## src/rtl/loader_pkg.sv

```systemverilog
// Shared types and constants for the instruction-memory program loader.
package loader_pkg;
  typedef enum logic [2:0] {IDLE, RECV, WRITE, DONE, ERROR} state_t;
  localparam logic [31:0] HALT_WORD_DEF  = 32'hFFFF_FFFF;
  localparam int          BYTES_PER_WORD = 4;
endpackage

```

## src/rtl/byte_assembler.sv

```systemverilog
// Shifts received bytes into a big-endian word; flags the byte that completes it.
module byte_assembler import loader_pkg::*; #(
  parameter int DATA_W = 32
) (
  input  logic              clk,
  input  logic              rst,
  input  logic              clr,
  input  logic              en,
  input  logic [7:0]        data,
  output logic [DATA_W-1:0] word,
  output logic              word_valid
);
  localparam int CNT_W = $clog2(BYTES_PER_WORD);

  logic [CNT_W-1:0] cnt;

  // Combinational so the FSM can enter WRITE on the same edge that takes the last byte.
  assign word_valid = en && (cnt == CNT_W'(BYTES_PER_WORD - 1));

  always_ff @(posedge clk or negedge rst) begin
    if (!rst) begin
      word <= '0;
      cnt  <= '0;
    end else if (clr) begin
      cnt <= '0;
    end else if (en) begin
      word <= {word[DATA_W-9:0], data};
      cnt  <= cnt + 1'b1;
    end
  end
endmodule

```

## src/rtl/program_loader.sv

```systemverilog
// Downloads a program from the UART into instruction memory, then hands the port to the CPU.
module program_loader import loader_pkg::*; #(
  parameter int                ADDR_W    = 6,
  parameter int                DATA_W    = 32,
  parameter logic [DATA_W-1:0] HALT_WORD = HALT_WORD_DEF
) (
  input  logic              clk,
  input  logic              rst,
  input  logic              i_start,
  input  logic [7:0]        i_rx_data,
  input  logic              i_rx_valid,
  input  logic [ADDR_W-1:0] i_cpu_pc,
  output logic [ADDR_W-1:0] o_mem_addr,
  output logic [DATA_W-1:0] o_mem_wdata,
  output logic              o_mem_we,
  output logic              o_cpu_enable,
  output logic              o_done,
  output logic              o_overflow,
  output logic [ADDR_W:0]   o_word_count
);
  state_t            state;
  logic [ADDR_W-1:0] wr_ptr;
  logic              accept;
  logic              word_valid;

  // A byte arriving during WRITE already belongs to the next word; i_start drops any byte.
  assign accept = i_rx_valid && !i_start && (state == RECV || state == WRITE);

  byte_assembler #(.DATA_W(DATA_W)) u_asm (
    .clk        (clk),
    .rst        (rst),
    .clr        (i_start),
    .en         (accept),
    .data       (i_rx_data),
    .word       (o_mem_wdata),
    .word_valid (word_valid)
  );

  assign o_mem_addr = (state == DONE) ? i_cpu_pc : wr_ptr;

  always_ff @(posedge clk or negedge rst) begin
    if (!rst) begin
      state        <= IDLE;
      wr_ptr       <= '0;
      o_mem_we     <= 1'b0;
      o_cpu_enable <= 1'b0;
      o_done       <= 1'b0;
      o_overflow   <= 1'b0;
      o_word_count <= '0;
    end else if (i_start) begin
      state        <= RECV;
      wr_ptr       <= '0;
      o_mem_we     <= 1'b0;
      o_cpu_enable <= 1'b0;
      o_done       <= 1'b0;
      o_overflow   <= 1'b0;
      o_word_count <= '0;
    end else begin
      o_mem_we <= 1'b0;
      case (state)
        RECV: if (word_valid) begin
          state    <= WRITE;
          o_mem_we <= 1'b1;
        end
        WRITE: begin
          o_word_count <= o_word_count + 1'b1;
          if (o_mem_wdata == HALT_WORD) begin
            state        <= DONE;
            o_done       <= 1'b1;
            o_cpu_enable <= 1'b1;
          end else if (wr_ptr == '1) begin
            state      <= ERROR;
            o_overflow <= 1'b1;
          end else begin
            wr_ptr <= wr_ptr + 1'b1;
            state  <= RECV;
          end
        end
        default: ;
      endcase
    end
  end
endmodule

```

## config.mk

```make
export PLATFORM = sky130hd
export DESIGN_NAME = program_loader
export DESIGN_NICKNAME = d
export VERILOG_FILES = /design/src/rtl/loader_pkg.sv /design/src/rtl/byte_assembler.sv /design/src/rtl/program_loader.sv
export SDC_FILE = /design/constraint.sdc
export NUM_CORES = 1
export LEC_CHECK = 0
export CORE_ASPECT_RATIO = 0.9
export CORE_MARGIN = 5
export CORE_UTILIZATION = 48
export DETAILED_ROUTE_END_ITERATION = 10
export GPL_ROUTABILITY_DRIVEN = 1
export GPL_TIMING_DRIVEN = 0
export PLACE_DENSITY = 0.81
export SLEW_MARGIN = 10
export SYNTH_ARGS = -nofsm -noshare
export SYNTH_HDL_FRONTEND = slang
export SYNTH_SLANG_ARGS = --single-unit
```

## constraint.sdc

```tcl
create_clock -name clk -period 2.4 [get_ports clk]
set_clock_uncertainty 0.2 [all_clocks]
set_input_delay 0.48 -clock clk [delete_from_list [all_inputs] [get_ports clk]]
set_output_delay 0.48 -clock clk [all_outputs]
set_load 0.005 [all_outputs]
```

==> reports/qor.yml, run 1 <==
outcome: "finished, final reports clean"
reg2reg_from: "state[0]$_DFFE_PN0P_"
cap_violations: 0
drv_slew: 0
rsz0062_at_grt: "false"
cp.arrival_ns: 1.63
port_buffers: 66
antenna_cells: 0
syn_area_um2: 2427
critPathCaptureType: "primary output"
ys_seq_elements: 53
grt.total_usage: 0.1823
route.met3.wl_um: 219
syn_to_final_growth_pct: 36.91
critPathMaxFanout: 7
place_ws_ns: -0.04067
startpoint_type: "register"
drt_first_pass_iters: 4
wl_per_cell_um: 17.19
layout_common_cells: "clkdlybuf4s50_1 (59), dfrtp_1 (52), mux2_2 (26)"
cp_cell_sequence: "buf_6 -> nand3b_1 -> buf_6 -> mux2_2 -> dlygate4sd2_1"
power.share.switching: 0.2713
cts_root_buffer: "clkbuf_8"
boundaryPins: 67
r2r_cells: 6
max-slew-margin-rel: 0.6189
fin_util: 0.6831
crit_start: "state[0]$_DFFE_PN0P_"
grt_pass1_vias: 1885
comb_power_share: 0.261
setup_tns_ns: 0
clock-sinks: 53
path_class: "register to primary output"
synthCells: 187
cts.htree.levels: 2
final_net_count: 286
ys_top_cells_by_area: "dfrtp_1 (55%), mux2_2 (12%), mux2_1 (5.6%)"
avgViaCountPerCell: 5.378
path_clk_slew_ns: 0.09
grt_pass1_wl_um: 9577
min_period_ns: 2.305
wl_met1_um: 2612
cts_tree: "done"
timing.final.crit_share: 0.9605
placementRows: 24
initial_core_util: 0.4990
routed_wl_um: 5691
fp.dieW_um: 84.96
drtIter0Drc: 62
cp.required_ns: 1.72
total_power_uw: 2543
yosysTopAreaCell: "dfrtp_1"
critPathSlowestCell: "dfrtp_1"
power_frac_seq: 0.499
cts.path.max_buffers: 2
crit_top_cell: "buf_6"
core_um2: 4865
finalHoldViolCount: 0
endpoint: "o_mem_addr[4]"
hp-class: "register to register"
drc_errors: 0
syn_area_per_cell_um2: 12.98
power.leakage_uw: 0.001394
overflow: 0
ant_nets: 0
die_h_um: 77.46
grt_max_degree: 34
yosysSeqAreaShare: 0.5464
crit_path_max_incr_delay_ns: 0.38
powerDensity_nw_per_um2: 765.3
antenna_found_initial: 0
hpwl_um: 4088
clockPowerShare: 0.239
worstMarginPinSlew_ns: 0.5717
die_area_um2: 6581
fmax_mhz: 433.8
wl_met2_um: 2766
p_sw_uw: 690.0
maxUsedRoutingLayer: "met4"
setup_viol: 0
routed-via-count: 1780
yosysTopAreaCellShare: 0.5464
syn_nets: 208
post-place-cells: 319
min-delay-start: "o_overflow$_DFFE_PN0P_"
mostFrequentLayoutCell: "clkdlybuf4s50_1"
drive_gt1_frac: 0.2218
instances_no_fill: 331
ys_warn_count: 0
cts_buffers: 5
r2r_end: "u_asm.word[17]$_DFFE_PN0P_"
peakVddDrop_v: 0.0005250
fin_ws_ns: 0.09471
synth_cell_types: 39
place.gp.congestion: 0.7920
insertion_delay_ns: 0.31
rrSetupSlack_ns: 0.40
intPower_uw: 1853
==> cells in the mapped netlist, drive strengths merged <==
master,count
nor4,2
nor2b,4
and3,2
clkbuf,2
a2111oi,1
or2,1
mux2i,3
a311oi,3
xor2,6
nand2b,2
and4b,1
nand2,7
buf,7
a211oi,1
mux2,39
o21ai,1
nand4,11
a221o,1
and2,1
a31oi,5
xnor2,1
dfrtp,53
nor3b,1
nand3,1
a41oi,1
or3,1
a21oi,3
inv,1
ha,3
and4,2
nand3b,1
nor2,19
==> worst min-delay path by stage <==
stage,to,slack (ns),depth (start not counted)
finish,o_overflow$_DFFE_PN0P_,0.32,2
global route,o_overflow$_DFFE_PN0P_,0.35,2
CTS,o_overflow$_DFFE_PN0P_,0.32,2
detailed placement,u_asm.word[4]$_DFFE_PN0P_,0.27,1
global placement,o_overflow$_DFFE_PN0P_,0.29,2
floorplan,o_done$_DFFE_PN0P_,-0.02,0
==> through the flow <==
step	hold slack, ns	cell area, um^2
finish	0.3206	3323
global route	0.3500	3323
CTS	0.3222	3324
detailed placement	0.2707	3184
global placement	0.2916	3169
floorplan	-0.01559	2427
==> power groups by stage <==
stage | combinational (uW) | clock [uW] | sequential (uW)
floorplan | 197 | 0 | 1250
detailed placement | 672 | 0 | 1280
CTS | 678 | 621 | 1270
global route | 713 | 667 | 1300
global placement | 650 | 0 | 1270
finish | 664 | 609 | 1270
==> registers in the layout, summed over array words and instances (netlist names) <==
name	count
state	3
o_mem_we	1
wr_ptr	6
u_asm.word	32
o_overflow	1
o_done	1
o_word_count	7
u_asm.cnt	2
==> cells by family after synthesis <==
| logic type | after synthesis | share of synthesized area |
|---|---|---|
| AOI/OAI and AO/OA | 16 | 0.05360 |
| xor gates and xnor gates | 7 | 0.02526 |
| adders and majority gates | 3 | 0.01547 |
| buffers and inverters | 10 | 0.02680 |
| DFF | 53 | 0.5464 |
| muxes | 42 | 0.1948 |
| and+or+nand+nor | 56 | 0.1376 |
==> cell type report <==
cell class                      count  area (um^2)
Clock inverter                      2        38.79
Clock buffer                        6        72.57
Tap cell                           65        81.33
Multi-Input combinational cell    124         1036
Fill cell                         385         1541
Buffer                              9        65.06
Timing Repair Buffer               71        698.2
Inverter                            1        3.754
Sequential cell                    53         1328
==> routing by layer <==
metal | vias to the layer above | track usage
li1 | 839 | -
met1 | 887 | 0.2308
met5 | - | 0
met3 | 9 | 0.04131
met4 | 0 | 0.06804
met2 | 45 | 0.3051
==> timing repair <==
| item | 4_1_cts | 5_1_grt |
|---|---|---|
| endpoints found under the hold margin | 20 | 0 |
| hold buffers | 1 | 0 |
| setup endpoints to repair | 6 | 3 |
| pin swaps | 0 | 0 |
| buffers inserted | 2 | 1 |
| resized for setup | 11 | 3 |
==> critical path, delay by kind of cell (launching register included) <==
kind | cells | cell delay (ns)
buf+inv | 3 | 0.53
flops | 1 | 0.38
mux | 1 | 0.32
simple gates | 1 | 0.09
(Power assumes the default switching activity.)
==> run 2: changes to the inputs <==
--- a/config.mk
+++ b/config.mk
@@ -6,4 +6,5 @@
 export NUM_CORES = 1
 export LEC_CHECK = 0
+export CAP_MARGIN = 20
 export CORE_ASPECT_RATIO = 0.9
 export CORE_MARGIN = 5
==> constraint.sdc (replaced) <==
create_clock -name clk -period 2.4 [get_ports clk]
set_clock_uncertainty 0.2 [all_clocks]
set_input_delay 0.48 -clock clk [delete_from_list [all_inputs] [get_ports clk]]
set_output_delay 0.48 -clock clk [all_outputs]
set_load 0.01 [all_outputs]
==> run 2 against run 1 <==
  * Worst hold slack got worse by 0.0038 ns
  * Register-to-register slack is essentially flat
  * Clock-buffer cell count unchanged
  * First-iteration DRC count grew 3.2%
  * Clock power barely moved
  * Cell count down 0.60%
  * Die area unchanged
  * Via count about the same
  * Combinational power is 11% higher
  * Flip-flop and latch count is the same
  * Sequential power is essentially flat
  * Fmax up 0.24%
  * Highest routed layer unchanged
==> reports/qor.yml, run 2 (same netlist as run 1, synthesis figures left out) <==
place_ws_ns: -0.04067  # unchanged
drt_first_pass_iters: 4  # unchanged
grt.total_usage: 0.1823  # unchanged
startpoint_type: "register"
finalHoldViolCount: 0  # unchanged
drive_gt1_frac: 0.2273  # +0.005468
timing.final.crit_share: 0.9582  # -0.002307
regMostFlops: "u_asm.word"
critPathCaptureType: "primary output"
placementRows: 24  # unchanged
grt_pass1_vias: 1885  # unchanged
fmax_mhz: 434.8  # +0.24%
outcome: "finished, final reports clean"
ant_nets: 0  # unchanged
insertion_delay_ns: 0.31  # about the same
core_um2: 4865  # unchanged
grt_max_degree: 34  # unchanged
cp.arrival_ns: 1.62  # about the same
path_clk_slew_ns: 0.09  # about the same
mostFrequentLayoutCell: "clkdlybuf4s50_1"
min_period_ns: 2.300  # -0.005538 ns
cp.required_ns: 1.72  # about the same
initial_core_util: 0.4990  # unchanged
drtIter0Drc: 64  # +3.2%
path_class: "register to primary output"
cts_tree: "done"
max-slew-margin-rel: 0.6266  # +0.007743
die_area_um2: 6581  # unchanged
peakVddDrop_v: 0.0005346  # +1.8%
port_buffers: 66  # unchanged
syn_to_final_growth_pct: 35.67
setup_tns_ns: 0  # unchanged
clock-sinks: 53  # unchanged
worstMarginPinSlew_ns: 0.5600  # -0.01162 ns
die_h_um: 77.46  # unchanged
drc_errors: 0  # unchanged
fill_cells: 388  # +0.78%
cts.path.max_buffers: 2  # unchanged
boundaryPins: 67  # unchanged
critPathMaxFanout: 7  # unchanged
layout_common_cells: "clkdlybuf4s50_1 (59), dfrtp_1 (52), mux2_2 (26)"
final_net_count: 284  # -0.70%
fin_util: 0.6770  # -0.006173
routed-via-count: 1779  # -0.056%
rsz0062_at_grt: "false"
antenna_cells: 0  # unchanged
hpwl_um: 4088  # unchanged
routed_wl_um: 5653  # -0.67%
largestRegisters: "u_asm.word: 32 flops, o_word_count: 7 flops, wr_ptr: 6 flops"
cts_buffers: 5  # unchanged
cap_violations: 0  # unchanged
place.gp.congestion: 0.7920  # unchanged
fp.dieW_um: 84.96  # unchanged
grt_pass1_wl_um: 9570  # about the same
cts_root_buffer: "clkbuf_8"
overflow: 0  # unchanged
powerDensity_nw_per_um2: 793.9  # +3.7%
fin_ws_ns: 0.1002  # +0.005538 ns
setup_viol: 0  # unchanged
cts.htree.levels: 2  # unchanged
largest_register_ffs: 32  # unchanged
wl_per_cell_um: 17.18  # about the same
total_power_uw: 2615  # +2.8%
power.leakage_uw: 0.001372  # -1.6%
drv_slew: 0  # unchanged
stdcell_area_um2: 3293  # -0.90%
antenna_found_initial: 0  # unchanged
avgViaCountPerCell: 5.407  # +0.55%
placed_cell_area_um2: 3184  # unchanged
hp-class: "register to register"
-- run 2: per-stage QoR --
stage / hold WS (ns) / cells
6_report: 0.3168 / 329
3_3_place_gp: 0.2916 / 318
2_1_floorplan: -0.01559 / 187
3_5_place_dp: 0.2707 / 319
4_1_cts: 0.3222 / 329
5_1_grt: 0.3500 / 329
-- run 2: layer usage --
metal,track usage,share of wire,vias up
met4,0.07120,0.015,0
met5,0,0,-
met1,0.2314,0.45,887
met2,0.3028,0.49,52
met3,0.04131,0.043,7
li1,-,-,833
-- run 2: critical path: stages, from the launching register on --
cell             delay [ns]
dfrtp_1                0.37
buf_4                  0.16
nand3b_1               0.10
buf_6                  0.14
mux2_2                 0.33
clkdlybuf4s15_1        0.23
-- run 2: path summary, 6_finish.rpt --
| path | from | to | slack [ns] | depth (start not counted) |
|---|---|---|---|---|
| hold reg to reg | o_overflow$_DFFE_PN0P_ | o_overflow$_DFFE_PN0P_ | 0.32 | 2 |
| setup / recovery | state[0]$_DFFE_PN0P_ | o_mem_addr[3] | 0.10 | 5 |
| setup reg to reg | state[0]$_DFFE_PN0P_ | u_asm.word[8]$_DFFE_PN0P_ | 0.39 | 6 |
| max in group asynchronous | rst | state[2]$_DFFE_PN0P_ | 0.95 | 3 |
| hold / removal | o_overflow$_DFFE_PN0P_ | o_overflow$_DFFE_PN0P_ | 0.32 | 2 |
| min in group asynchronous | rst | u_asm.word[12]$_DFFE_PN0P_ | 0.49 | 2 |
-- run 2: report_power, final --
group / internal [uW] / total (uW) / switching [uW]
Combinational: 466 / 737 / 271
Sequential: 1080 / 1270 / 194
Clock: 314 / 608 / 294
-- run 2: cell type report --
class	count	area [um^2]	area share
multi-input combinational	124	1036	0.3146
clock buffer	6	72.57	0.02204
buffer	9	61.31	0.01862
clock inverter	2	38.79	0.01178
sequential	53	1328	0.4031
tap	65	81.33	0.02470
inverter	1	3.754	0.001140
timing repair buffer	69	671.9	0.2040
-- run 2: what timing repair did --
| item | in CTS | in global routing |
|---|---|---|
| gates resized for setup | 6 | 13 |
| endpoints found under the hold margin | 20 | 0 |
| setup endpoints to repair | 6 | 6 |
| setup buffers | 1 | 0 |
| hold buffers | 1 | 0 |
